`config.mk`:
```
export PLATFORM = sky130hd
export DESIGN_NAME = program_loader
export DESIGN_NICKNAME = d
export VERILOG_FILES = /design/src/rtl/program_loader.sv
export SDC_FILE = /design/constraint.sdc
export NUM_CORES = 1
export LEC_CHECK = 0
export ABC_AREA = 1
export CAP_MARGIN = 5
export CORE_MARGIN = 3
export CORE_UTILIZATION = 57
export CTS_CLUSTER_SIZE = 16
export DETAILED_ROUTE_END_ITERATION = 6
export DONT_BUFFER_PORTS = 1
export PLACE_DENSITY = 0.82
export SYNTH_ARGS = -nofsm -noshare
export SYNTH_HDL_FRONTEND = slang
export SYNTH_SLANG_ARGS = --single-unit
```
`constraint.sdc`:
```
create_clock -name clk -period 1.8 [get_ports clk]
set_input_delay 0.54 -clock clk [delete_from_list [all_inputs] [get_ports clk]]
set_output_delay 0.54 -clock clk [all_outputs]
set_load 0.005 [all_outputs]
```
`src/rtl/program_loader.sv`:
```
// program_loader: streams a header (base, count) plus payload into CPU memory and holds the CPU in reset until loaded.
// Define PROGRAM_LOADER_VERIFY_EN to add a readback checksum pass (VERIFY state, load_err).
module program_loader #(
  parameter int DATA_W   = 16,
  parameter int ADDR_W   = 12,
  parameter int RST_HOLD = 4
) (
  input  logic              clk,
  input  logic              rst,
  input  logic              start,
  input  logic              in_valid,
  output logic              in_ready,
  input  logic [DATA_W-1:0] in_data,
  output logic [ADDR_W-1:0] mem_addr,
  output logic [DATA_W-1:0] mem_wdata,
  input  logic [DATA_W-1:0] mem_rdata,
  output logic              memrq,
  output logic              rnw,
  output logic              cpu_rst_n,
  output logic              load_done,
  output logic              load_err
);
  localparam int HW = (RST_HOLD > 1) ? $clog2(RST_HOLD) : 1;
  localparam logic [DATA_W-1:0] ONE_D = 1;
  localparam logic [ADDR_W-1:0] ONE_A = 1;
  localparam logic [HW-1:0]     ONE_H = 1;
  localparam logic [HW-1:0]     HOLD_LAST = HW'(RST_HOLD - 1);

  typedef enum logic [2:0] {IDLE, HDR_ADDR, HDR_CNT, WRITE, VERIFY, HOLD, RUN, ERROR} state_t;

  state_t            state;
  logic [ADDR_W-1:0] base;
  logic [ADDR_W-1:0] wr_addr;
  logic [DATA_W-1:0] count;
  logic [DATA_W-1:0] wr_cnt;
  logic [HW-1:0]     hold_cnt;
  logic              accept;
  logic              last_wr;

  assign accept  = in_valid && in_ready;
  assign last_wr = (wr_cnt == count - ONE_D);

`ifdef PROGRAM_LOADER_VERIFY_EN
  logic [DATA_W-1:0] checksum;
  logic [DATA_W-1:0] rd_sum;
  logic [DATA_W-1:0] rd_cnt;
  logic [DATA_W-1:0] rx_cnt;
  logic [DATA_W-1:0] sum_next;
  logic [ADDR_W-1:0] rd_addr;
  logic              rd_ret;

  assign sum_next = rd_sum + mem_rdata;
`else
  logic unused_rdata;
  assign unused_rdata = ^mem_rdata;
  assign load_err     = 1'b0;
`endif

  always_ff @(posedge clk) begin
    if (rst) begin
      state     <= IDLE;
      in_ready  <= 1'b0;
      memrq     <= 1'b0;
      rnw       <= 1'b1;
      mem_addr  <= '0;
      mem_wdata <= '0;
      cpu_rst_n <= 1'b0;
      load_done <= 1'b0;
      base      <= '0;
      wr_addr   <= '0;
      count     <= '0;
      wr_cnt    <= '0;
      hold_cnt  <= '0;
`ifdef PROGRAM_LOADER_VERIFY_EN
      load_err  <= 1'b0;
      checksum  <= '0;
      rd_sum    <= '0;
      rd_cnt    <= '0;
      rx_cnt    <= '0;
      rd_addr   <= '0;
      rd_ret    <= 1'b0;
`endif
    end else begin
      memrq <= 1'b0;
`ifdef PROGRAM_LOADER_VERIFY_EN
      // Read data arrives the cycle after the request strobe.
      rd_ret <= memrq && rnw;
`endif
      case (state)
        IDLE: begin
          if (start) begin
            state    <= HDR_ADDR;
            in_ready <= 1'b1;
          end
        end
        HDR_ADDR: begin
          if (accept) begin
            base  <= in_data[ADDR_W-1:0];
            state <= HDR_CNT;
          end
        end
        HDR_CNT: begin
          if (accept) begin
            count    <= in_data;
            wr_addr  <= base;
            wr_cnt   <= '0;
            hold_cnt <= '0;
`ifdef PROGRAM_LOADER_VERIFY_EN
            checksum <= '0;
`endif
            if (in_data == '0) begin
              state    <= HOLD;
              in_ready <= 1'b0;
            end else begin
              state <= WRITE;
            end
          end
        end
        WRITE: begin
          if (accept) begin
            memrq     <= 1'b1;
            rnw       <= 1'b0;
            mem_addr  <= wr_addr;
            mem_wdata <= in_data;
            wr_addr   <= wr_addr + ONE_A;
            wr_cnt    <= wr_cnt + ONE_D;
`ifdef PROGRAM_LOADER_VERIFY_EN
            checksum  <= checksum + in_data;
`endif
            if (last_wr) begin
              in_ready <= 1'b0;
`ifdef PROGRAM_LOADER_VERIFY_EN
              state    <= VERIFY;
              rd_addr  <= base;
              rd_cnt   <= '0;
              rx_cnt   <= '0;
              rd_sum   <= '0;
`else
              state    <= HOLD;
`endif
            end
          end
        end
`ifdef PROGRAM_LOADER_VERIFY_EN
        VERIFY: begin
          // The final write strobe occupies the first VERIFY cycle; reads follow it.
          if (rd_cnt != count) begin
            memrq    <= 1'b1;
            rnw      <= 1'b1;
            mem_addr <= rd_addr;
            rd_addr  <= rd_addr + ONE_A;
            rd_cnt   <= rd_cnt + ONE_D;
          end
          if (rd_ret) begin
            rd_sum <= sum_next;
            rx_cnt <= rx_cnt + ONE_D;
            if (rx_cnt == count - ONE_D) begin
              if (sum_next == checksum) begin
                state <= HOLD;
              end else begin
                state    <= ERROR;
                load_err <= 1'b1;
              end
            end
          end
        end
`endif
        HOLD: begin
          if (hold_cnt == HOLD_LAST) begin
            state     <= RUN;
            cpu_rst_n <= 1'b1;
            load_done <= 1'b1;
          end else begin
            hold_cnt <= hold_cnt + ONE_H;
          end
        end
        default: ;
      endcase
    end
  end
endmodule

```
==> results.cfg, run 1 <==
[floorplan]
dieHeight_um = 94.6
core_um2 = 7450
start_util = 0.600
dieArea_um2 = 8940
die_w_um = 94.6
pin_count = 70
rows = 31

[clocking]
clk_path_buf_depth = 2
clk_latency_ns = 0.37
ctsHoldBuffers = 0
root_buffer = clkbuf_8
clkSinkCount = 93
cts_tree = built
htree_num_levels = 3
cts_buffers = 9
cts.reportedPaths.clkPinSlew_ns = 0.09

[detailed_routing]
routed_wl_mm = 12.2
vias = 4435
ant_nets = 0
viasPerCell = 5.86
drt-wirelength-per-cell_um = 16.1
first_pass_iters = 5
drtIter0Drc = 336
post-route-drc-count = 0

[critical_path]
cp_common_cell = nand2_1
crit_start = count[1]$_SDFFE_PP0P_
worstPathRequired_ns = 2.07
critPathKind = reg -> reg
crit_fanout = 4
endpoint = state[0]$_SDFFE_PP0P_
end_kind = flop
cp.arrival_ns = 2.04
timing.rr.start = count[1]$_SDFFE_PP0P_
max_stage_delay_ns = 0.35
critPathSlowestCell = dfxtp_2
regToRegSetupSlack_ns = 0.02
start_kind = flop
cp_cell_sequence = inv_2, ha_4, buf_6, nand2_2, nand2_1, nand2_1, nand2_1, inv_2, nand3_2, nor3_2, nand3_2, nand2_4, nand2_4, nand2_2, a21oi_2
r2r_cells = 15
cpLargestDelayFamily = simple AND/OR/NAND/NOR gates
crit_buf_inv = 3
crit_cells = 15
rr_endpoint = state[0]$_SDFFE_PP0P_

[final_layout]
antenna_cells = 0
final_cell_mix = 93 x nand2_1, 80 x o21ai_0, 79 x dfxtp_1, 77 x a21oi_1, 55 x inv_1
synthToLayoutAreaGrowth_pct = 18.1
multi_input_area_um2 = 2420
post-route-util = 0.709
fillerInstances = 581
regArea_um2 = 1890
layout_commonest_cell = nand2_1
fin_nets = 693
drive_above_1_share = 0.202

[place]
globalplace.congestion = 0.905
io_buffers = 0
dpl.hpwl_mm = 8.63

[synthesis]
ys_ff_latch = 93
synth_area_leaders = dfxtp_1 42%, o21ai_0 9.2%, nand2_1 9.1%
synth_top_cell_area_share = 0.416
netlist-cell-type-count = 40
synth_warnings = 0
syn-num-nets = 670
ys_seq_area_frac = 0.416
syn_area_um2 = 4470
syn_inst = 630
syn_avg_cell_area_um2 = 7.10
synth_top_area_cell = dfxtp_1

[sta]
fmax_mhz = 563
fin_crit_ns = 1.78
rsz0062_at_grt = yes
fin_crit_sh = 0.987
setup_violations = 0
slew_violations = 0
skew_ns = 0.00982
hold_violations = 0
holdWs_ns = 0.213

[global_routing]
grt_pass1_wl_mm = 19.0
overflow = 0
antenna_found_initial = 0
grt_pass1_vias = 4057
grt_use_total = 0.271
grt_max_degree = 53

[flow_run]
drv_cap = 0

[status]
outcome = finished clean

[power_and_ir_drop]
power.leakage_nw = 2.21
p_per_area_nw_per_um2 = 1050
peakVddDrop_mv = 0.698

[min_path]
hold_class = in -> reg
==> state kept, by name, summed over array words and instances, names as in the netlist, 2 cells and up <==
register	cells
base	12
count	16
hold_cnt	2
mem_addr	12
mem_wdata	16
state	3
wr_addr	12
wr_cnt	16
==> per-layer routing <==
layer,GRT usage,share of wire,vias to the layer above
met2,0.463,0.50,187
met5,0,0,-
met1,0.325,0.39,2061
met3,0.0590,0.075,50
li1,-,-,2137
met4,0.126,0.037,0
==> layout make-up <==
cell class	instances	area share
clock inverters	7	0.0239
clock buffers	9	0.0235
inverters	65	0.0467
multi-input cells	442	0.458
well taps	99	0.0235
flip-flops and latches	93	0.358
repair buffers	42	0.0666
==> power by group <==
part / internal [mW] / leakage (nW) / switching [mW] / total, mW
Combinational: 0.581 / 1.33 / 0.883 / 1.46
Clock: 0.942 / 0.122 / 0.784 / 1.73
Sequential: 2.20 / 0.758 / 0.139 / 2.34
Total: 3.72 / 2.21 / 1.81 / 5.53
==> metrics by stage <==
step / instance area, um^2 / cells / setup slack [ns] / TNS, ns / power [mW]
after global placement: 4800 / 740 / -0.0954 / -0.325 / 3.55
after global routing: 5280 / 757 / -0.0919 / -0.402 / 5.80
after floorplan: 4470 / 630 / 0.0798 / 0 / 3.22
after CTS: 5110 / 756 / 0.00865 / 0 / 5.33
after detailed placement: 4800 / 740 / -0.141 / -0.799 / 3.61
final: 5280 / 757 / 0.0242 / 0 / 5.53
==> cell usage after synthesis (all sizes together) <==
cell      n
nor2     72
inv      65
or2       2
conb      1
a32o      1
o21a      2
a31oi     3
nand3b    5
nand4     9
xor2      8
xnor2    11
clkbuf   26
nor3      9
a22oi     1
dfxtp    93
o31ai     2
buf       4
nand3    21
and2      1
nand2   109
a311oi    1
a211oi    8
o21bai    2
a221oi    3
a21oi    80
o211ai    1
ha        4
o21ai    83
nor4      2
o211a     1
==> worst min path at each step <==
stage	from	endpoint	slack, ns	cells after the start
4_1_cts	rst	state[2]$_SDFFE_PP0P_	0.22	1
2_1_floorplan	base[7]$_SDFFE_PP0P_	base[7]$_SDFFE_PP0P_	0.42	2
5_1_grt	rst	state[2]$_SDFFE_PP0P_	0.20	1
6_report	rst	state[2]$_SDFFE_PP0P_	0.21	1
3_5_place_dp	base[7]$_SDFFE_PP0P_	base[7]$_SDFFE_PP0P_	0.46	2
3_3_place_gp	base[7]$_SDFFE_PP0P_	base[7]$_SDFFE_PP0P_	0.44	2
==> cells by family (layout without fill, tap and decap cells) <==
logic type / Yosys count / after routing / synth area share
flops: 93 / 93 / 0.416
other cells: 1 / 1 / 0.000839
compound gates: 188 / 188 / 0.226
simple gates: 230 / 230 / 0.226
fa+ha+maj: 4 / 4 / 0.0112
xor+xnor: 19 / 19 / 0.0372
buf+inv: 95 / 123 / 0.0826
==> what timing repair did <==
| action | CTS | global route |
|---|---|---|
| pin swaps | 6 | 26 |
| endpoints found under the setup margin | 6 | 18 |
| gates resized for setup | 17 | 64 |
| buffers inserted | 0 | 1 |
Power figures use the tool's default switching activity.
==> run 2, diff against run 1 <==
==> constraint.sdc (replaced) <==
create_clock -name clk -period 1.8 [get_ports clk]
set_input_delay 0.36 -clock clk [delete_from_list [all_inputs] [get_ports clk]]
set_output_delay 0.36 -clock clk [all_outputs]
set_load 0.005 [all_outputs]
==> run 2 against run 1 <==
The flow now finishes with violations (negative setup slack); cell area is 1.6% lower; sequential share of layout area is 0.50 points higher; global-route usage is 0.95 points lower; via count is 0.72% lower; hold slack worse by 0.17 ns; clock power is 16% lower.
==> results.cfg, run 2 (synthesis gave the netlist of run 1 again) <==
[critical_path]
crit_fanout = 4
worstPathRequired_ns = 2.06
regToRegSetupSlack_ns = -0.03
cp.arrival_ns = 2.09
end_kind = flop
critPathKind = reg -> reg
cp_common_cell = buf_4
cp_cell_sequence = inv_2, buf_4, nand2_4, buf_4, buf_4, buf_4, nand3_1, nand2_1, nand3_2, nor3_2, nand3_2, nand2_4, nand2_2, nand2_1, a21oi_1
rr_endpoint = state[0]$_SDFFE_PP0P_
timing.rr.start = count[0]$_SDFFE_PP0P_
r2r_cells = 15
critPathSlowestCell = dfxtp_2
max_stage_delay_ns = 0.34
start_kind = flop

[final_layout]
reg_top3 = count (16), mem_wdata (16), wr_cnt (16)
fillerInstances = 570
layout.cells.non_filler = 752
multi_input_area_um2 = 2420
synthToLayoutAreaGrowth_pct = 16.2
regArea_um2 = 1880
drive_above_1_share = 0.184
antenna_cells = 0
layout_commonest_cell = nand2_1
post-route-util = 0.698
final_cell_mix = 98 x nand2_1, 82 x dfxtp_1, 81 x o21ai_0, 78 x a21oi_1, 56 x inv_1
fin_nets = 688

[sta]
setup_slack_ns = -0.0301
setup_violations = 3
fin_crit_ns = 1.83
skew_ns = 0.0105
fin_crit_sh = 1.02
hold_violations = 0
slew_violations = 0
finalSetupTns_ns = -0.0536
fmax_mhz = 546
rsz0062_at_grt = yes

[clocking]
htree_num_levels = 3
cts_tree = built
root_buffer = clkbuf_8
clkSinkCount = 93
cts.reportedPaths.clkPinSlew_ns = 0.10
clk_path_buf_depth = 2
clk_latency_ns = 0.37
ctsHoldBuffers = 0
cts_buffers = 9

[detailed_routing]
drtIter0Drc = 427
first_pass_iters = 6
post-route-drc-count = 0
ant_nets = 0
routed_wl_mm = 12.1
vias = 4403
drt-wirelength-per-cell_um = 16.1
viasPerCell = 5.86

[min_path]
hold_class = in -> reg
hold_depth = 1
min_to = state[2]$_SDFFE_PP0P_
hp-start = rst

[global_routing]
overflow = 0
grt_pass1_vias = 3959
grt_pass1_wl_mm = 18.6
grt_max_degree = 68
grt_use_total = 0.262
antenna_found_initial = 0

[floorplan]
rows = 31
dieHeight_um = 94.6
die_w_um = 94.6
core_um2 = 7450
start_util = 0.600
dieArea_um2 = 8940
pin_count = 70

[power_and_ir_drop]
p_per_area_nw_per_um2 = 1010
internal-power_mw = 3.44
power.leakage_nw = 2.17
power_frac_comb = 0.279
seq_power_share = 0.444
swShare = 0.347
p_clk_frac = 0.277
total_power_mw = 5.27
switching_power_mw = 1.83
peakVddDrop_mv = 0.970

[place]
dp.cells = 726
globalplace.congestion = 0.952
io_buffers = 0
dpl.hpwl_mm = 7.93

[status]
violations = negative setup slack
outcome = finished, violations left

[flow_run]
drv_cap = 0
## run 2: cell types whose count changed in the layout (fill, tap and decap cells not counted), sizes merged
cell      previous run  this run
clkinvlp             1         3
clkinv               0         2
bufinv               3         1
buf                 42        36
inv                 68        67
## run 2: area by class of cell
cell class                      count  share of cell area
Multi-Input combinational cell    442               0.466
Sequential cell                    93               0.362
Timing Repair Buffer               36              0.0580
Inverter                           65              0.0491
Clock buffer                        9              0.0238
Tap cell                           99              0.0238
Clock inverter                      7              0.0159
Timing Repair inverter              1            0.000963
## run 2: worst max-delay path by stage
stage,startpoint,to,slack (ns)
after global placement,count[0]$_SDFFE_PP0P_,in_ready$_SDFFE_PP0P_,-0.08
after CTS,count[0]$_SDFFE_PP0P_,state[1]$_SDFFE_PP0P_,-0.01
final,count[0]$_SDFFE_PP0P_,state[0]$_SDFFE_PP0P_,-0.03
after detailed placement,count[1]$_SDFFE_PP0P_,state[1]$_SDFFE_PP0P_,-0.15
after floorplan,count[0]$_SDFFE_PP0P_,in_ready$_SDFFE_PP0P_,0.08
after global routing,count[0]$_SDFFE_PP0P_,state[0]$_SDFFE_PP0P_,-0.1
## run 2: worst max-delay path: cells and delay by family, from the launching register on
family,cells,cell delay [ns]
simple gates,9,0.84
buf+inv,5,0.49
flops,1,0.34
compound gates,1,0.05
## run 2: routing by layer
layer / vias to the layer above / wire length, um / track usage
met4: 0 / 381 / 0.106
met2: 195 / 6140 / 0.437
met3: 34 / 869 / 0.0446
li1: 2128 / - / -
met1: 2046 / 4700 / 0.336
met5: - / 0 / 0
## run 2: power by group through the flow
| stage | clock network, mW | logic, mW | registers, mW |
|---|---|---|---|
| 5_1_grt | 1.56 | 1.64 | 2.35 |
| 2_1_floorplan | 0 | 0.899 | 2.32 |
| 3_3_place_gp | 0 | 1.15 | 2.36 |
| 3_5_place_dp | 0 | 1.19 | 2.36 |
| 4_1_cts | 1.46 | 1.25 | 2.32 |
| 6_report | 1.46 | 1.47 | 2.34 |
## run 2: what timing repair did
| item | 4_1_cts | 5_1_grt |
|---|---|---|
| gates cloned | 0 | 1 |
| pin swaps | 8 | 28 |
| resized for setup | 19 | 60 |
| buffers inserted | 2 | 8 |
| endpoints found under the setup margin | 12 | 24 |
## run 2: stage by stage
stage / hold WS [ns] / instance area [um^2] / setup WS [ns]
2_1_floorplan: 0.424 / 4470 / 0.0798
3_3_place_gp: 0.433 / 4690 / -0.0811
3_5_place_dp: 0.435 / 4690 / -0.146
4_1_cts: 0.0535 / 4960 / -0.0135
5_1_grt: 0.0301 / 5190 / -0.0951
6_report: 0.0431 / 5190 / -0.0301
